File: src/rtl/pc_sequencer_pkg.sv
// Shared definitions for the KGP-RISC fetch/PC sequencer: branch_op encodings,
// sequencer states and the instruction size.
package pc_sequencer_pkg;

    localparam logic [31:0] INSTR_BYTES = 32'd4;

    typedef enum logic [2:0] {
        BR_NONE = 3'd0,
        BR_JR   = 3'd1,
        BR_JUMP = 3'd2,
        BR_RSV3 = 3'd3,
        BR_Z    = 3'd4,
        BR_NZ   = 3'd5,
        BR_NEG  = 3'd6,
        BR_RSV7 = 3'd7
    } branch_op_e;

    typedef enum logic [1:0] {
        ST_FETCH = 2'd0,
        ST_EXEC  = 2'd1,
        ST_HALT  = 2'd2
    } seq_state_e;

    // Instruction targets are word aligned; low address bits are dropped silently.
    function automatic logic [31:0] word_align(input logic [31:0] addr);
        return {addr[31:2], 2'b00};
    endfunction

endpackage

File: src/rtl/pc_sequencer_next_pc_calc.sv
// Combinational next-PC resolution for one committed instruction: chooses between
// the sequential, jump-register and pc-relative targets and flags taken/reserved ops.
module next_pc_calc
    import pc_sequencer_pkg::*;
(
    input  logic [31:0] pc_i,
    input  logic [2:0]  branch_op_i,
    input  logic [31:0] rs_val_i,
    input  logic [31:0] br_offset_i,
    output logic [31:0] next_pc_o,
    output logic        taken_o,
    output logic        illegal_o
);

    logic [31:0] seq_pc_s;
    logic [31:0] rel_pc_s;
    logic [31:0] raw_pc_s;

    assign seq_pc_s = pc_i + INSTR_BYTES;
    assign rel_pc_s = seq_pc_s + br_offset_i;

    // Select the raw target and classify the branch outcome
    always_comb begin
        raw_pc_s  = seq_pc_s;
        taken_o   = 1'b0;
        illegal_o = 1'b0;
        case (branch_op_e'(branch_op_i))
            BR_NONE: raw_pc_s = seq_pc_s;
            BR_JR: begin
                raw_pc_s = rs_val_i;
                taken_o  = 1'b1;
            end
            BR_JUMP: begin
                raw_pc_s = rel_pc_s;
                taken_o  = 1'b1;
            end
            BR_Z: begin
                if (rs_val_i == 32'd0) begin
                    raw_pc_s = rel_pc_s;
                    taken_o  = 1'b1;
                end else begin
                    raw_pc_s = seq_pc_s;
                end
            end
            BR_NZ: begin
                if (rs_val_i != 32'd0) begin
                    raw_pc_s = rel_pc_s;
                    taken_o  = 1'b1;
                end else begin
                    raw_pc_s = seq_pc_s;
                end
            end
            BR_NEG: begin
                if (rs_val_i[31]) begin
                    raw_pc_s = rel_pc_s;
                    taken_o  = 1'b1;
                end else begin
                    raw_pc_s = seq_pc_s;
                end
            end
            default: begin
                raw_pc_s  = seq_pc_s;
                illegal_o = 1'b1;
            end
        endcase
    end

    assign next_pc_o = word_align(raw_pc_s);

endmodule

File: src/rtl/pc_sequencer.sv
// Multi-cycle FETCH/EXEC/HALT program-counter sequencer for the KGP-RISC core.
// Optional `PC_BRANCH_COUNT_EN adds a taken_count output counting taken pulses.
module pc_sequencer
    import pc_sequencer_pkg::*;
#(
    parameter logic [31:0] RESET_PC = 32'h0000_0000,
    parameter int          PC_W     = 32
) (
    input  logic            clk,
    input  logic            rst,
    output logic            imem_req,
    output logic [PC_W-1:0] imem_addr,
    input  logic            imem_ack,
    input  logic [PC_W-1:0] imem_data,
    output logic [PC_W-1:0] instr,
    output logic            instr_valid,
    input  logic            stall,
    input  logic [2:0]      branch_op,
    input  logic [PC_W-1:0] rs_val,
    input  logic [PC_W-1:0] br_offset,
    input  logic            halt,
    output logic [PC_W-1:0] pc,
    output logic [PC_W-1:0] link_addr,
    output logic            taken,
    output logic            illegal_op,
`ifdef PC_BRANCH_COUNT_EN
    output logic [31:0]     taken_count,
`endif
    output logic            halted
);

    seq_state_e  state_q, state_d;
    logic [31:0] pc_q, pc_d;
    logic [31:0] instr_q, instr_d;
    logic        taken_q, taken_d;
    logic        illegal_q, illegal_d;

    logic [31:0] npc_s;
    logic        npc_taken_s;
    logic        npc_illegal_s;

    next_pc_calc u_next_pc_calc (
        .pc_i        (pc_q),
        .branch_op_i (branch_op),
        .rs_val_i    (rs_val),
        .br_offset_i (br_offset),
        .next_pc_o   (npc_s),
        .taken_o     (npc_taken_s),
        .illegal_o   (npc_illegal_s)
    );

    // Next-state logic: fetch handshake, execute/stall and PC commit
    always_comb begin
        state_d   = state_q;
        pc_d      = pc_q;
        instr_d   = instr_q;
        taken_d   = 1'b0;
        illegal_d = 1'b0;
        case (state_q)
            ST_FETCH: begin
                if (imem_ack) begin
                    instr_d = imem_data;
                    state_d = ST_EXEC;
                end else begin
                    state_d = ST_FETCH;
                end
            end
            ST_EXEC: begin
                if (stall) begin
                    state_d = ST_EXEC;
                end else begin
                    pc_d      = npc_s;
                    taken_d   = npc_taken_s;
                    illegal_d = npc_illegal_s;
                    state_d   = halt ? ST_HALT : ST_FETCH;
                end
            end
            ST_HALT: state_d = ST_HALT;
            default: state_d = ST_FETCH;
        endcase
    end

    // State, PC, instruction and pulse registers
    always_ff @(posedge clk or posedge rst) begin
        if (rst) begin
            state_q   <= ST_FETCH;
            pc_q      <= RESET_PC;
            instr_q   <= 32'd0;
            taken_q   <= 1'b0;
            illegal_q <= 1'b0;
        end else begin
            state_q   <= state_d;
            pc_q      <= pc_d;
            instr_q   <= instr_d;
            taken_q   <= taken_d;
            illegal_q <= illegal_d;
        end
    end

`ifdef PC_BRANCH_COUNT_EN
    logic [31:0] count_q;

    // Taken counter advances on the same edge that raises the taken pulse
    always_ff @(posedge clk or posedge rst) begin
        if (rst) begin
            count_q <= 32'd0;
        end else begin
            count_q <= count_q + {31'd0, taken_d};
        end
    end

    assign taken_count = count_q;
`endif

    // Request is suppressed while reset is held even though the state is FETCH.
    assign imem_req    = (state_q == ST_FETCH) & ~rst;
    assign imem_addr   = pc_q;
    assign instr       = instr_q;
    assign instr_valid = (state_q == ST_EXEC);
    assign halted      = (state_q == ST_HALT);
    assign pc          = pc_q;
    assign link_addr   = pc_q + INSTR_BYTES;
    assign taken       = taken_q;
    assign illegal_op  = illegal_q;

endmodule

File: config.mk
export PLATFORM = sky130hd
export DESIGN_NAME = pc_sequencer
export DESIGN_NICKNAME = d
export VERILOG_FILES = /design/src/rtl/pc_sequencer_pkg.sv /design/src/rtl/pc_sequencer_next_pc_calc.sv /design/src/rtl/pc_sequencer.sv
export SDC_FILE = /design/constraint.sdc
export NUM_CORES = 1
export LEC_CHECK = 0
export CORE_MARGIN = 2
export CORE_UTILIZATION = 30
export DETAILED_ROUTE_END_ITERATION = 7
export DONT_BUFFER_PORTS = 1
export PLACE_DENSITY = 0.52
export SLEW_MARGIN = 10
export SYNTH_ARGS = -nofsm -noshare
export SYNTH_HDL_FRONTEND = slang
export SYNTH_SLANG_ARGS = --single-unit
export TNS_END_PERCENT = 10
File: constraint.sdc
create_clock -name clk -period 5.2 [get_ports clk]
set_clock_uncertainty 0.1 [all_clocks]
set_input_delay 0.52 -clock clk [delete_from_list [all_inputs] [get_ports clk]]
set_output_delay 0.52 -clock clk [all_outputs]
set_load 0.005 [all_outputs]
* After elaboration in Yosys (flattened, before gate mapping)
Cells that the tools add are included.
** Operators by class
- Equal/unequal tests :: 7
- Muxes and demuxes :: 17
- Multipliers :: 0
- Divide/modulo/power cells :: 0
- Shift operators :: 0
- Bitwise gates (word level) :: 3
- Order comparisons :: 0
- Reduce and logical (&&, ||, !) cells :: 8
- $add $sub $neg :: 2
** Operator list (count)
- 32-bit one-hot mux with 5 select lines :: 1
- 32-bit 2-to-1 mux :: 3
- 32-bit by 3-bit adder with 32-bit output, second input constant :: 1
- 32-bit adder :: 1
- 32-bit zero test :: 1
- 32-bit nonzero test :: 1
- 3-bit == test, second input constant :: 3
- 1-bit 2-to-1 mux :: 9
- 2-bit one-hot mux with 3 select lines :: 1
- 6-bit OR reduction :: 1
- 2-bit 2-to-1 mux :: 2
- 1-bit one-hot mux with 4 select lines :: 1
- 2-bit AND reduction :: 2
- 3-bit by 1-bit == test with 1-bit output, second input constant :: 1
- 3-bit by 2-bit == test with 1-bit output, second input constant :: 1
- 3-bit zero test :: 1
- 2-bit by 1-bit == test with 1-bit output, second input constant :: 1
- 2-bit == test, second input constant :: 1
- 2-bit zero test :: 1
- 1-bit NOT :: 2
- 2-bit OR reduction :: 1
- 1-bit bitwise AND :: 1
** Storage, ports and cells
- Word-level logic and storage cells :: 42
- Output and inout bits :: 133
- ROM bits :: 0
- Flip-flop bits (word level) :: 66
- Memories kept :: 0
- Bits in writable memories :: 0
- Latch bits :: 0

* Longest topological paths before layout
- Depth after elaboration :: 5
- Gate-level depth with buffers :: 18
- Depth with buffers taken out :: 15

* Modules after synthesis
A second synthesis with hierarchy kept.
** Second synthesis, totals
- Cell total of the unflattened synthesis :: 699
- Area, all modules :: 6412.4 um^2
** Modules (own cells, without submodules)
- pc_sequencer :: cells each 266, instances 1, area each 3375.7 um^2
- next_pc_calc :: cells each 433, instances 1, area each 3036.7 um^2

* Worst setup path before layout
Ideal clock, no wire load.
- Path type :: reg2reg
- Start :: register pc_q[13] (netlist: imem_addr[13])
- End :: register pc_q[31] (netlist: imem_addr[31])
- Arrival time :: 3.712 ns
- Clock period less this slack :: 3.883 ns
- Path buffers :: 3
- Stages on the path, launching flop included :: 19
- Required time :: 5.029 ns
- Path slack :: 1.317 ns
- Path through :: dfrtp_1 buf_2 and3_1 nand3_1 or2_1 clkbuf_1 nor2_1 nand3_1 xnor2_1 ha_1 clkbuf_1 nand2_1 o21ai_0 or2_2 o32a_1 o31ai_1 o21ai_1 or4_1 nand4_1
** Between the ends
- Word-level cells in the longest chain between the ends :: 4
- Elaborated cells on any way between the ends :: 6
- Classes of those cells :: add/sub: 2; mux: 4
** RTL lines
- start, declared :: RTL line pc_sequencer.sv:33 : logic [31:0] pc_q, pc_d;
- start signal, assigned :: RTL line pc_sequencer.sv:93 : pc_q <= pc_d;
- 32-bit by 3-bit adder with 32-bit output *
- via link_addr[22] :: RTL line pc_sequencer.sv:23 : output logic [PC_W-1:0] link_addr,
- 32-bit adder * :: RTL line pc_sequencer_next_pc_calc.sv:20 : assign rel_pc_s = seq_pc_s + br_offset_i;
- 32-bit 2-to-1 mux, on equally long branches :: RTL line pc_sequencer_next_pc_calc.sv:54, pc_sequencer_next_pc_calc.sv:38, pc_sequencer_next_pc_calc.sv:46
- 32-bit one-hot mux with 5 select lines * :: RTL line pc_sequencer_next_pc_calc.sv:27 : case (branch_op_e'(branch_op_i))
Mark *: on every way through the listed nets, which the timed path passes. The rest lies on a longest branch.
A chain may end at the register's enable or synchronous reset.

* Worst setup path in the final report
- Start :: register pc_q[5] (netlist: imem_addr[5])
- End :: register pc_q[31] (netlist: imem_addr[31])
The elaborated chain is that of the path after synthesis.

==> flow_summary.ini <==
[status]
status = complete, no violations

[sta]
finalWorstSetupSlack_ns = 0.5012
worstMarginPinSlew_ns = 1.058
fmax_mhz = 212.8
slew_headroom = 0.2914
finalSetupViolCount = 0
slew_violations = 0
hold_viol = 0
finalCritPeriodShare = 0.9036
setup_tns_ns = 0
period_minus_slack_ns = 4.699
grt_setup_unrepaired = false

[floorplan]
initial_utilization = 0.3041
core_um2 = 17840
die-area_um2 = 19180
die_w_um = 138.5
die_y_um = 138.5
ios = 237
row_count = 49

[yosys]
yosys_register_bits = 66
synth.distinct_cells = 66
syn_area_um2 = 5425
yosysTopAreaCellShare = 0.3044
ys.flop_type = dfrtp_1
async_reset_ff_frac = 1.000
syn_inst = 607
synth_area_leader_cell = dfrtp_1
yosys_warnings = 0
synth.avg_cell_area_um2 = 8.938
synthTopCellsByCount = dfrtp_1, nand2_1, xnor2_1
yosys-top-cells-area = dfrtp_1, ha_1, mux2_2
yosysMostFrequentCell = dfrtp_1
yosysSeqAreaShare = 0.3044
synth_edf_count = 0

[placed_design]
placed_area_um2 = 5489
hpwlAfterDp_um = 14410
gp_congestion = 0.8583
port_buffers = 0
dp_slack_ns = 0.5690

[finish]
layout-drive-gt1-share = 0.1265
diodes = 0
nets = 721
syn_to_final_growth_pct = 7.957
postLayoutCellArea_um2 = 5857
final_util = 0.3283

[power]
power_density_nw_per_um2 = 630.3
p_int_mw = 2.065
p_sw_mw = 1.627
p_leak_nw = 2.415
seqPwrFrac = 0.303
p_comb_frac = 0.491
clock_power_share = 0.207
swShare = 0.4408
power_mw = 3.692
vdd_drop_max_mv = 0.2391

[clock_network]
root_buffer = clkbuf_16
cts_made_buffers = 9
ctsResizeCount = 0
cts_sinks = 66
clk_path_buf_depth = 2
hold_buffers = 0
clk_pin_slew_ns = 0.06
cts_tree = yes
htree_levels = 3
postCtsSetupBuffers = 0
insertion_delay_ns = 0.33

[flow_run]
maxCapViolations = 0

[critical_path]
cp_data_arrival_time_ns = 4.86
cp-start-kind = flip-flop
critPathKind = reg -> reg
cpPeakStageDelay_ns = 0.57
worst-path-buf-inv = 0
endpoint_kind = flip-flop
crit_slowest_cell = o31ai_1
path_cells = and4_1 > nand4_1 > or2_1 > nor2_1 > nand3_1 > xnor2_1 > ha_1 > and4_1 > a21oi_1 > nand2_1 > o31ai_1 > o21ai_1 > or4_1 > nand4_1
path_delay_family = simple AND/OR/NAND/NOR gates
cp_max_fo = 10
required_ns = 5.37

[global_route]
overflow = 0
grtUsageTotal = 0.1881
grt_max_degree = 67
grt_pass1_vias = 4739
grt_antenna_before_repair = 0
grt_pass1_wl_um = 28020

[drt]
drtIter0Drc = 359
wire_per_inst_um = 22.79
drc = 0
wirelength_um = 18550
drtAntennaViolNets = 0
firstDrtPassIters = 5
viasPerCell = 5.763
vias = 4691

[worst_hold_path]
hold_path_class = in -> reg
-- placed cells by master (no fill, tap or decap), drive strengths merged, types with 9 or more instances in the layout --
master  instances
mux2           33
nor4           14
clkbuf         11
nand2          52
a221oi         11
dfrtp          66
a21o           13
a21oi          34
ha             36
xor2            9
nor2           31
and3           14
nand4          10
o21ai          41
nand3          18
buf            13
inv            18
xnor2          40
nor3           11
-- worst paths after layout --
path | depth (start not counted) | start | slack [ns] | endpoint
worst max register to register | 14 | imem_addr[5] | 0.50 | imem_addr[31]
min in group asynchronous | 2 | rst | 0.26 | illegal_op
worst min register to register | 1 | instr[3] | 0.44 | instr[3]
worst min-delay path | 1 | halt | 0.22 | state_q[1]
max in group asynchronous | 2 | rst | 4.15 | imem_addr[18]
worst max-delay path | 14 | imem_addr[5] | 0.50 | imem_addr[31]
-- stage by stage --
| step | cells | hold WS [ns] |
|---|---|---|
| 2_1_floorplan | 612 | 0.4055 |
| 5_1_grt | 814 | 0.1961 |
| 6_report | 814 | 0.2170 |
| 4_1_cts | 814 | 0.1972 |
| 3_3_place_gp | 798 | 0.4205 |
| 3_5_place_dp | 798 | 0.4247 |
-- cell families after synthesis --
group	after synthesis	synth area share
simple gates	186	0.1827
compound gates	160	0.1988
buf+inv	74	0.07726
flops	66	0.3044
xor+xnor	49	0.07911
fa+ha+maj	37	0.08672
mux	34	0.07034
other cells	1	0.0006912
-- flip-flops by register name, indices dropped and copies added (netlist names) --
register / cells
state_q: 2
instr: 32
imem_addr: 30
illegal_op: 1
taken: 1
-- layout make-up --
cell class,count,area [um^2]
Clock inverter,5,125.1
Timing Repair Buffer,13,97.59
Fill cell,1843,11980
Tap cell,229,286.5
Multi-Input combinational cell,472,3386
Inverter,18,67.56
Clock buffer,11,242.7
Sequential cell,66,1652
-- power by group through the flow --
stage               combinational (mW)  clock, mW  sequential (mW)
global placement                  1.78          0             1.12
detailed placement                1.81          0             1.13
floorplan                         1.56          0             1.00
finish                            1.81      0.762             1.12
CTS                               1.82      0.779             1.12
global route                      2.02      0.804             1.16
-- layer usage --
metal | track usage | vias to the layer above | share of wire
li1 | - | 2162 | -
met1 | 0.2317 | 2265 | 0.41
met2 | 0.3181 | 238 | 0.49
met3 | 0.06269 | 26 | 0.093
met4 | 0.04672 | 0 | 0.014
met5 | 0 | - | 0
Power figures use the tool's default switching activity.
